### config.mk
export PLATFORM = sky130hd
export DESIGN_NAME = ob_table_cnt_acc_flat
export DESIGN_NICKNAME = d
export VERILOG_FILES = /design/src/rtl/ob_table_cnt_acc_if.sv /design/src/rtl/ob_table_cnt_acc.sv /design/src/flat_wrapper.sv
export SDC_FILE = /design/constraint.sdc
export NUM_CORES = 1
export LEC_CHECK = 0
export CAP_MARGIN = 30
export CORE_MARGIN = 1
export CORE_UTILIZATION = 55
export CTS_CLUSTER_SIZE = 14
export DETAILED_ROUTE_END_ITERATION = 10
export GPL_TIMING_DRIVEN = 0
export PLACE_DENSITY_LB_ADDON = 0.08
export SYNTH_ARGS = -nofsm -noshare
export SYNTH_HDL_FRONTEND = slang
export SYNTH_SLANG_ARGS = --single-unit
### constraint.sdc
create_clock -name clk -period 3.3 [get_ports clk]
set_clock_uncertainty 0.1 [all_clocks]
set_input_delay 0.66 -clock clk [delete_from_list [all_inputs] [get_ports clk]]
set_output_delay 0.66 -clock clk [all_outputs]
set_load 0.005 [all_outputs]
### src/rtl/ob_table_cnt_acc_if.sv
// ob_table_cnt_acc_if: beat input and result output handshakes of the carry-save count accumulator
interface ob_table_cnt_acc_if #(
  parameter int W     = 32,
  parameter int CNT_W = 40
);
  logic             in_vld;
  logic             in_rdy;
  logic [W-1:0]     in_s;
  logic [W-1:0]     in_c;
  logic             in_last;
  logic             out_vld;
  logic             out_rdy;
  logic [CNT_W-1:0] out_cnt;
  logic             out_ovf;
  modport master (output in_vld, in_s, in_c, in_last, out_rdy, input in_rdy, out_vld, out_cnt, out_ovf);
  modport slave (input in_vld, in_s, in_c, in_last, out_rdy, output in_rdy, out_vld, out_cnt, out_ovf);
endinterface

### src/rtl/ob_table_cnt_acc.sv
// ob_table_cnt_acc: carry-save running total over a table scan, one saturating carry-propagate add per scan
module ob_table_cnt_acc #(
  parameter int W     = 32,
  parameter int CNT_W = 40
) (
  input logic               clk,
  input logic               arst_n,
  ob_table_cnt_acc_if.slave b
);
  if (CNT_W < W + 1) begin : g_bad_width
    $error("ob_table_cnt_acc: CNT_W must be >= W+1");
  end
  typedef enum logic [2:0] {INIT, IDLE, ACC, CPA, OUT} state_t;
  state_t           state, state_n;
  logic [CNT_W-1:0] acc_s, acc_c, xs, xc, s1, m1, s2, m2;
  logic [CNT_W:0]   cpa;
  logic             ovf_q, cpa_ovf, accept, retire;
  assign accept  = b.in_vld & b.in_rdy;
  assign retire  = b.out_vld & b.out_rdy;
  assign xs      = {{(CNT_W-W){1'b0}}, b.in_s};
  assign xc      = {{(CNT_W-W){1'b0}}, b.in_c};
  // Two cascaded 3:2 stages; each majority vector's top bit is the carry lost by the <<1
  assign s1      = acc_s ^ acc_c ^ xs;
  assign m1      = (acc_s & acc_c) | (acc_s & xs) | (acc_c & xs);
  assign s2      = s1 ^ (m1 << 1) ^ xc;
  assign m2      = (s1 & (m1 << 1)) | (s1 & xc) | ((m1 << 1) & xc);
  assign cpa     = {1'b0, acc_s} + {1'b0, acc_c};
  assign cpa_ovf = ovf_q | cpa[CNT_W];
  always_comb begin
    state_n = state;
    case (state)
      INIT:      state_n = IDLE;
      IDLE, ACC: state_n = accept ? (b.in_last ? CPA : ACC) : state;
      CPA:       state_n = OUT;
      OUT:       state_n = retire ? IDLE : OUT;
      default:   state_n = INIT;
    endcase
  end
  always_ff @(posedge clk or negedge arst_n) begin
    if (!arst_n) begin
      state     <= INIT;
      acc_s     <= '0;
      acc_c     <= '0;
      ovf_q     <= 1'b0;
      b.in_rdy  <= 1'b0;
      b.out_vld <= 1'b0;
      b.out_cnt <= '0;
      b.out_ovf <= 1'b0;
    end else begin
      state     <= state_n;
      b.in_rdy  <= (state_n == IDLE) || (state_n == ACC);
      b.out_vld <= state_n == OUT;
      if (accept) begin
        acc_s <= s2;
        acc_c <= m2 << 1;
        ovf_q <= ovf_q | m1[CNT_W-1] | m2[CNT_W-1];
      end
      if (state == CPA) begin
        b.out_cnt <= cpa_ovf ? '1 : cpa[CNT_W-1:0];
        b.out_ovf <= cpa_ovf;
      end
      if (state == OUT && retire) begin
        acc_s <= '0;
        acc_c <= '0;
        ovf_q <= 1'b0;
      end
    end
  end
endmodule

### src/flat_wrapper.sv
// flat-port wrapper written by rule: the top's interface ports become plain ports
module ob_table_cnt_acc_flat 
#(
  parameter int W     = 32,
  parameter int CNT_W = 40
)
  (clk, arst_n, b_in_vld, b_in_s, b_in_c, b_in_last, b_out_rdy, b_in_rdy, b_out_vld, b_out_cnt, b_out_ovf);
  ob_table_cnt_acc_if #(.W(W), .CNT_W(CNT_W)) b_i ();
  input logic clk;
  input logic arst_n;
  input wire logic [$bits(b_i.in_vld)-1:0] b_in_vld;
  input wire logic [$bits(b_i.in_s)-1:0] b_in_s;
  input wire logic [$bits(b_i.in_c)-1:0] b_in_c;
  input wire logic [$bits(b_i.in_last)-1:0] b_in_last;
  input wire logic [$bits(b_i.out_rdy)-1:0] b_out_rdy;
  output wire logic [$bits(b_i.in_rdy)-1:0] b_in_rdy;
  output wire logic [$bits(b_i.out_vld)-1:0] b_out_vld;
  output wire logic [$bits(b_i.out_cnt)-1:0] b_out_cnt;
  output wire logic [$bits(b_i.out_ovf)-1:0] b_out_ovf;
  assign b_i.in_vld = b_in_vld;
  assign b_i.in_s = b_in_s;
  assign b_i.in_c = b_in_c;
  assign b_i.in_last = b_in_last;
  assign b_i.out_rdy = b_out_rdy;
  assign b_in_rdy = b_i.in_rdy;
  assign b_out_vld = b_i.out_vld;
  assign b_out_cnt = b_i.out_cnt;
  assign b_out_ovf = b_i.out_ovf;
  ob_table_cnt_acc #(.W(W), .CNT_W(CNT_W)) u_core (.clk(clk), .arst_n(arst_n), .b(b_i));
endmodule
Word-level counts from Yosys, hierarchy flattened
Cells that the tools add are included.

operators by class
  $add $sub $neg = 1
  equality and inequality tests = 7
  multiplexer cells = 11
  bitwise logic cells = 19
  reductions and logical operators = 5

operators with widths
  kind                number
  $mux 40             5
  $and 40x32->40      4
  $or 40x40->40       4
  $and 40x40->40      2
  $xor 40x32->40      2
  $xor 40x40->40      2
  $add 40x40->41      1
  $pmux 3 s4          1
  $eq 3x2->1 const B  3
  $eq 3x1->1 const B  2
  $eq 3x3->1 const B  2
  $mux 3              2
  $logic_not 3->1     1
  $mux 1              3
  $or 1x1->1          3
  $and 1x1->1         2
  $reduce_bool 2->1   1
  $reduce_or 2->1     1
  $logic_and 1x1->1   1
  $logic_or 1x1->1    1

storage, ports and cells
  register bits after elaboration = 127

Longest topological paths before layout
Gate-level depths: netlist (run 1).

  depth after elaboration = 9
  depth in mapped cells = 12
  depth with buffers taken out = 11

Worst setup path before layout (run 1)
No wires, ideal clock.

  kind = reg-to-reg
  from = register u_core.acc_c[1]
  to = register u_core.b.out_cnt[23]
  setup time = 121 ps
  arrival time = 2465 ps
  slack = 613 ps
  stages on the path, launching flop included = 12
  period minus slack after synthesis = 2687 ps
  path through = dfrtp_1 > ha_1 > inv_1 > fa_1 > nor2b_1 > o211ai_2 > a211oi_2 > a21oi_1 > or4_1 > nand3_1 > xnor2_1 > o22a_1

between the ends
  longest elaborated chain between the ends = 3

RTL lines
  what                      RTL line                   source
  start: declaration        ob_table_cnt_acc.sv:15     logic [CNT_W-1:0] acc_s, acc_c, xs, xc, s1, m1, s2, m2;
  start signal: assignment  ob_table_cnt_acc.sv:55     acc_c <= m2 << 1;
  $add 40x40->41 (*)        ob_table_cnt_acc.sv:27     assign cpa = {1'b0, acc_s} + {1'b0, acc_c};
  $or 1x1->1                ob_table_cnt_acc.sv:28     assign cpa_ovf = ovf_q | cpa[CNT_W];
  $mux 40 (*)               ob_table_cnt_acc.sv:59     b.out_cnt <= cpa_ovf ? '1 : cpa[CNT_W-1:0];
  end signal: assignment    ob_table_cnt_acc.sv:59
  end: declaration          ob_table_cnt_acc_if.sv:16  modport slave (input in_vld, in_s, in_c, in_last, out_rdy, output in_rdy, out_vld, out_cnt, out_ovf);

Every way passes the cells marked *; elsewhere a longest branch is shown, timed or not.
A chain may end at the register's enable or synchronous reset.

Worst setup path after layout (run 1)
  from = register u_core.acc_c[16]
  to = register u_core.b.out_cnt[35]

Same word-level chain as after synthesis.

==> results.sh, run 1 <==
export IMPL_clockBufferDepth=2
export IMPL_hold_slack_ns=0.0390
export IMPL_rr_startpoint="u_core.acc_c[16]"
export IMPL_period_needed_ns=3.14
export IMPL_ys_top_cells_by_area="dfrtp_1 (37%), fa_1 (16%), nand2_1 (8.1%)"
export IMPL_startpoint="u_core.acc_c[16]"
export IMPL_worst_r2r_endpoint="u_core.b.out_cnt[35]"
export IMPL_power_frac_clock=0.190
export IMPL_yosysMostFrequentCell="nand2_1"
export IMPL_fmax_mhz=318
export IMPL_dr_pass1_iters=5
export IMPL_coreArea_um2=15300
export IMPL_cts_hold_buffers=0
export IMPL_maxSlewHeadroom=0.344
export IMPL_finalPower_mw=10.8
export IMPL_synthArstFlopShare=1.00
export IMPL_fin_nets=1204
export IMPL_clock_latency_ns=0.43
export IMPL_num_rows=45
export IMPL_syn_mean_instance_area_um2=9.74
export IMPL_die_x_um=127
export IMPL_synth_top_flop_cell="dfrtp_1"
export IMPL_netlist_instances=885
export IMPL_yosys_warnings=0
export IMPL_start_util=0.565
export IMPL_grt_pass1_vias=7090
export IMPL_cp_end_kind="register"
export IMPL_ys_seq_elements=126
export IMPL_crit_arrival_ns=3.35
export IMPL_dpl_cell_area_um2=10000
export IMPL_vias_per_cell=5.73
export IMPL_place_congestion=0.857
export IMPL_setup_viol_count_final=0
export IMPL_io_buffers=111
export IMPL_synth_top_area_frac=0.366
export IMPL_cts_setup_buffers=0
export IMPL_max_vdd_ir_drop_mv=0.481
export IMPL_worst_slew_pin_slew_ns=0.972
export IMPL_numCtsBuffers=17
export IMPL_clock_sinks=126
export IMPL_synth_top_cell_by_area="dfrtp_1"
export IMPL_critPathCapture="u_core.b.out_cnt[35]"
export IMPL_p_leak_nw=4.56
export IMPL_seqPwrFrac=0.253
export IMPL_reg2reg_depth=10
export IMPL_grt_overflow_total=0
export IMPL_internal_power_mw=6.15
export IMPL_route_detailed_drc=0
export IMPL_insertedDiodeCount=0
export IMPL_wire_per_inst_um=17.5
export IMPL_finalInstanceArea_um2=10700
export IMPL_die_area_um2=16200
export IMPL_rsz0062_at_grt="false"
export IMPL_r2r_slack_ns=0.16
export IMPL_syn2layout_area_growth_pct=23.8
export IMPL_syn_num_nets=1073
export IMPL_cts_htree_levels=4
export IMPL_slew_viol_final=0
export IMPL_hp_class="in -> async"
export IMPL_clk_pin_slew_ns=0.06
export IMPL_hpwl_um=16000
export IMPL_switching_power_mw=4.67
export IMPL_first_iter_violations=509
export IMPL_synth_commonest_cells="nand2_1 (187), dfrtp_1 (126), a21oi_1 (120), fa_1 (70), ha_1 (49)"
export IMPL_synth_cell_type_count=64
export IMPL_num_vias=7100
export IMPL_ioPinCount=112
export IMPL_cp_start_kind="register"
export IMPL_switching_share=0.432
export IMPL_wl_um=21700
export IMPL_clockRootBuffer="clkbuf_16"
export IMPL_grt_max_degree=87
export IMPL_ant_nets=0
export IMPL_critPathKind="reg -> reg"
export IMPL_synth_edf_count=0
export IMPL_drive_gt1_frac=0.0671
export IMPL_grtUsageTotal=0.296
export IMPL_grt_pass1_wl_um=36700
export IMPL_syn_area_um2=8620
export IMPL_power_share_combinational=0.557
export IMPL_finalHoldViolCount=0
export IMPL_cts_resized=0
export IMPL_worstPathRequired_ns=3.51
export IMPL_ys_seq_area_frac=0.366
export IMPL_tritoncts="done"
export IMPL_die_h_um=127
export IMPL_antenna_found_initial=0
export IMPL_crit_fanout=7
export IMPL_p_per_area_nw_per_um2=1010
export IMPL_fin_crit_sh=0.951
export IMPL_status="finished clean"
export IMPL_cap_viol_max_count=0
[stage by stage]
stage / setup WS (ns) / utilization / cells / TNS [ns]
2_1_floorplan: 0.613 / - / 885 / 0
3_3_place_gp: -3.68 / 0.655 / 1207 / -461.91
5_1_grt: 0.0297 / 0.699 / 1240 / 0
4_1_cts: 0.224 / 0.699 / 1240 / 0
3_5_place_dp: 0.289 / 0.657 / 1208 / 0
6_report: 0.160 / 0.699 / 1240 / 0
[metal layers]
| layer | share of wire | global-route usage | vias to the layer above | routed length, µm |
|---|---|---|---|---|
| li1 | - | - | 3320 | - |
| met1 | 0.46 | 0.421 | 3538 | 9980 |
| met2 | 0.48 | 0.467 | 213 | 10300 |
| met3 | 0.047 | 0.0503 | 29 | 1020 |
| met4 | 0.018 | 0.0945 | 0 | 384 |
| met5 | 0 | 0 | - | 0 |
[layout make-up]
| cell class | instances | area [µm²] |
|---|---|---|
| clock inverter | 10 | 159 |
| clock buffer | 22 | 484 |
| fill | 1206 | 4600 |
| inverter | 26 | 97.6 |
| buffer | 51 | 220 |
| multi-input combinational | 682 | 5140 |
| timing repair buffer | 112 | 1140 |
| sequential | 126 | 3150 |
| tap | 211 | 264 |
[logic make-up (layout without fill, tap and decap cells)]
family | count (synthesis) | in the layout | share of synthesized area
DFF | 126 | 126 | 0.366
buffers and inverters | 77 | 221 | 0.0369
muxes | 2 | 2 | 0.00232
AOI/OAI and AO/OA | 250 | 250 | 0.189
xor gates and xnor gates | 33 | 33 | 0.0335
adders and majority gates | 119 | 119 | 0.234
and+or+nand+nor | 278 | 278 | 0.138
[placed cells by master (no fill, tap or decap), types with 3 or more instances in the layout]
master | Yosys | routed
dfrtp_1 | 126 | 126
xnor2_1 | 21 | 21
clkdlybuf4s50_1 | 0 | 110
bufinv_16 | 0 | 4
o22a_1 | 35 | 35
xor2_1 | 12 | 12
o21bai_1 | 8 | 8
nand3_1 | 8 | 8
clkbuf_16 | 0 | 17
o211ai_1 | 3 | 3
clkinv_2 | 0 | 3
nor3_1 | 5 | 5
and2_1 | 5 | 5
nand2_1 | 187 | 187
clkbuf_1 | 29 | 30
clkbuf_8 | 0 | 4
o21ai_1 | 3 | 3
a211oi_1 | 13 | 13
ha_1 | 49 | 49
buf_1 | 4 | 4
nand4_1 | 11 | 11
buf_2 | 15 | 15
o21a_1 | 7 | 7
a21oi_1 | 120 | 120
a21o_1 | 8 | 8
or3_1 | 3 | 3
nor2b_1 | 5 | 5
nor2_1 | 38 | 38
inv_1 | 26 | 26
a31oi_1 | 8 | 8
fa_1 | 70 | 70
o21ai_0 | 23 | 23
[flip-flops by register name, indices dropped and copies added (netlist names)]
signal,flops
u_core.b.out_vld,1
u_core.acc_s,40
u_core.acc_c,39
u_core.b.in_rdy,1
u_core.b.out_ovf,1
u_core.state,3
u_core.b.out_cnt,40
u_core.ovf_q,1
[critical path, stage by stage (launching register included)]
cell and delay, ns:
dfrtp_1 0.43, ha_1 0.32, buf_2 0.17, a211oi_1 0.31, o21ai_0 0.21, a211oi_1 0.58
nand4_1 0.17, nand2_1 0.21, o21ai_0 0.16, xor2_1 0.19, o22a_1 0.18
[worst min path at each step]
| stage | start | slack [ns] | endpoint | depth (start not counted) |
|---|---|---|---|---|
| 4_1_cts | arst_n | 0.04 | u_core.acc_s[6] | 1 |
| 3_5_place_dp | u_core.b.out_cnt[26] | 0.40 | u_core.b.out_cnt[26] | 2 |
| 5_1_grt | arst_n | 0.06 | u_core.acc_s[6] | 1 |
| 3_3_place_gp | u_core.b.out_cnt[5] | 0.39 | u_core.b.out_cnt[5] | 1 |
| 2_1_floorplan | arst_n | 0.26 | u_core.acc_c[10] | 0 |
| 6_report | arst_n | 0.04 | u_core.acc_s[6] | 1 |
[power by group through the flow]
stage	Sequential, mW	Clock [mW]	Combinational, mW
2_1_floorplan	2.60	0	4.39
3_3_place_gp	2.74	0	5.78
3_5_place_dp	2.75	0	5.93
4_1_cts	2.74	2.07	6.01
5_1_grt	2.83	2.14	6.87
6_report	2.74	2.05	6.03
Note: power is estimated with default switching activity, not from simulation.
==> run 2: changes to the inputs <==
CORE_MARGIN = 5   (was 1)
SKIP_CTS_REPAIR_TIMING = 1   (was default)
==> run 2 against run 1 <==
Effect of this change:
- first-iteration DRC count decreased by 20%
- clock power fell by 4%
- combinational power barely moved
- utilization down 0.21 points
- power is 0.98% lower
- sequential cell count stayed put
- critical endpoint is now u_core.b.out_cnt[26]
==> results.sh, run 2 (same netlist as run 1, synthesis figures left out) <==
export IMPL_die_area_um2=18300
export IMPL_finalHoldViolCount=0
export IMPL_num_rows=45
export IMPL_cap_viol_max_count=0
export IMPL_crit_cells=11
export IMPL_tritoncts="done"
export IMPL_cp_start_kind="register"
export IMPL_num_vias=7062
export IMPL_clk_pin_slew_ns=0.06
export IMPL_p_leak_nw=4.55
export IMPL_layout_cells_non_filler=1239
export IMPL_p_per_area_nw_per_um2=1010
export IMPL_io_buffers=111
export IMPL_cpMostUsedCell="a21oi_1"
export IMPL_setup_viol_count_final=0
export IMPL_drive_gt1_frac=0.0642
export IMPL_rsz0062_at_grt="false"
export IMPL_grtUsageMet3=0.0513
export IMPL_vias_per_cell=5.70
export IMPL_nFillCells=1221
export IMPL_reg_top3="u_core.acc_s (40), u_core.b.out_cnt (40), u_core.acc_c (39)"
export IMPL_status="finished clean"
export IMPL_grt_pass1_vias=7196
export IMPL_syn2layout_area_growth_pct=23.4
export IMPL_grt_overflow_total=0
export IMPL_r2r_slack_ns=0.20
export IMPL_numCtsBuffers=17
export IMPL_pre_cts_ws_ns=0.328
export IMPL_path_delay_family="compound AO/OA/AOI/OAI gates"
export IMPL_route_detailed_drc=0
export IMPL_startpoint="u_core.acc_c[23]"
export IMPL_fin_nets=1204
export IMPL_hpwl_um=16500
export IMPL_grtUsageTotal=0.253
export IMPL_critPathKind="reg -> reg"
export IMPL_ant_nets=0
export IMPL_slowest_stage="ha_1"
export IMPL_fin_crit_sh=0.939
export IMPL_cp_end_kind="register"
export IMPL_fmax_mhz=323
export IMPL_worstPathRequired_ns=3.51
export IMPL_switching_share=0.432
export IMPL_critPathCapture="u_core.b.out_cnt[26]"
export IMPL_seqPwrFrac=0.255
export IMPL_final_common_cell="nand2_1"
export IMPL_max_vdd_ir_drop_mv=0.515
export IMPL_die_h_um=135
export IMPL_insertedDiodeCount=0
export IMPL_ioPinCount=112
export IMPL_layout_common_cells="nand2_1 (187), dfrtp_1 (126), a21oi_1 (120)"
export IMPL_rr_startpoint="u_core.acc_c[23]"
export IMPL_grt_busiest_layer="met2"
export IMPL_period_needed_ns=3.10
export IMPL_worst_slew_pin_slew_ns=0.915
export IMPL_final_util=0.697
export IMPL_clock_sinks=126
export IMPL_dp_cells=1208
export IMPL_crit_buf_inv=2
export IMPL_power_share_combinational=0.562
export IMPL_first_iter_violations=405
export IMPL_grt_pass1_wl_um=36600
export IMPL_worst_r2r_endpoint="u_core.b.out_cnt[26]"
export IMPL_crit_arrival_ns=3.31
export IMPL_place_congestion=0.854
export IMPL_setup_ws_ns=0.202
export IMPL_dr_pass1_iters=4
export IMPL_switching_power_mw=4.63
export IMPL_clockBufferDepth=2
export IMPL_use_met1=0.350
export IMPL_maxSlewHeadroom=0.382
export IMPL_crit_fanout=10
export IMPL_start_util=0.565
export IMPL_internal_power_mw=6.09
export IMPL_grt_max_degree=89
export IMPL_crit_chain="ha_1 -> a21oi_1 -> o21ai_0 -> a21oi_1 -> o21ai_0 -> a2111oi_4 -> nor2_2 -> buf_2 -> buf_6 -> a21oi_1 -> nor2_1"
export IMPL_wl_um=22000
export IMPL_coreArea_um2=15300
export IMPL_finalPower_mw=10.7
export IMPL_antenna_found_initial=0
export IMPL_wire_per_inst_um=17.7
export IMPL_slowest_delay_ns=0.42
export IMPL_die_x_um=135
export IMPL_hp_class="in -> async"
export IMPL_clockRootBuffer="clkbuf_16"
export IMPL_power_frac_clock=0.183
export IMPL_cts_htree_levels=4
export IMPL_reg2reg_depth=11
export IMPL_use_met2=0.414
export IMPL_slew_viol_final=0
export IMPL_clock_latency_ns=0.43
==> run 2: cell count changes in the layout (fill, tap and decap cells not counted) <==
cell        before  now
clkbuf_1        30   32
clkinv_4         1    0
clkbuf_8         4    5
bufinv_16        4    3
clkinvlp_4       2    0
==> run 2: how the worst min path moves through the flow <==
stage                                    from             endpoint  depth (start not counted)
final                                  arst_n      u_core.acc_s[6]                          1
after global placement    u_core.b.out_cnt[1]  u_core.b.out_cnt[1]                          1
after global routing                   arst_n      u_core.acc_s[6]                          1
after CTS                              arst_n      u_core.acc_s[6]                          1
after detailed placement  u_core.b.out_cnt[4]  u_core.b.out_cnt[4]                          1
after floorplan                        arst_n     u_core.acc_c[10]                          0
==> run 2: final cells by class <==
class / instances / area (µm²) / share of cell area
Multi-Input combinational cell: 682 / 5140 / 0.484
Sequential cell: 126 / 3150 / 0.297
Timing Repair Buffer: 112 / 1140 / 0.107
Clock buffer: 25 / 505 / 0.0476
Tap cell: 211 / 264 / 0.0248
Buffer: 51 / 220 / 0.0207
Clock inverter: 6 / 105 / 0.00989
Inverter: 26 / 97.6 / 0.00918
==> run 2: metal layers <==
metal  wire length, µm  share of wire
met5                 0              0
met4               348          0.016
met3              1020          0.046
met2             10600           0.48
met1              9990           0.46
==> run 2: power by group through the flow <==
stage                     registers [mW]  clock network [mW]  logic (mW)
after floorplan                     2.60                   0        4.39
after global placement              2.73                   0        5.79
final                               2.73                1.96        6.03
after CTS                           2.73                1.97        6.03
after global routing                2.82                2.05        6.85
after detailed placement            2.75                   0        5.96
==> run 2: per-stage QoR <==
step,setup TNS (ns),hold slack (ns),instance area [µm²]
2_1_floorplan,0,0.264,8620
3_5_place_dp,0,0.396,10000
4_1_cts,0,0.0381,10600
5_1_grt,0,0.0565,10600
6_report,0,0.0352,10600
3_3_place_gp,-461.81,0.389,9990
==> run 3: changes to the inputs <==
CORE_MARGIN = default   (was 5)
==> results of run 3 <==
Final layout, timing and power as in run 1 (identical DEF).
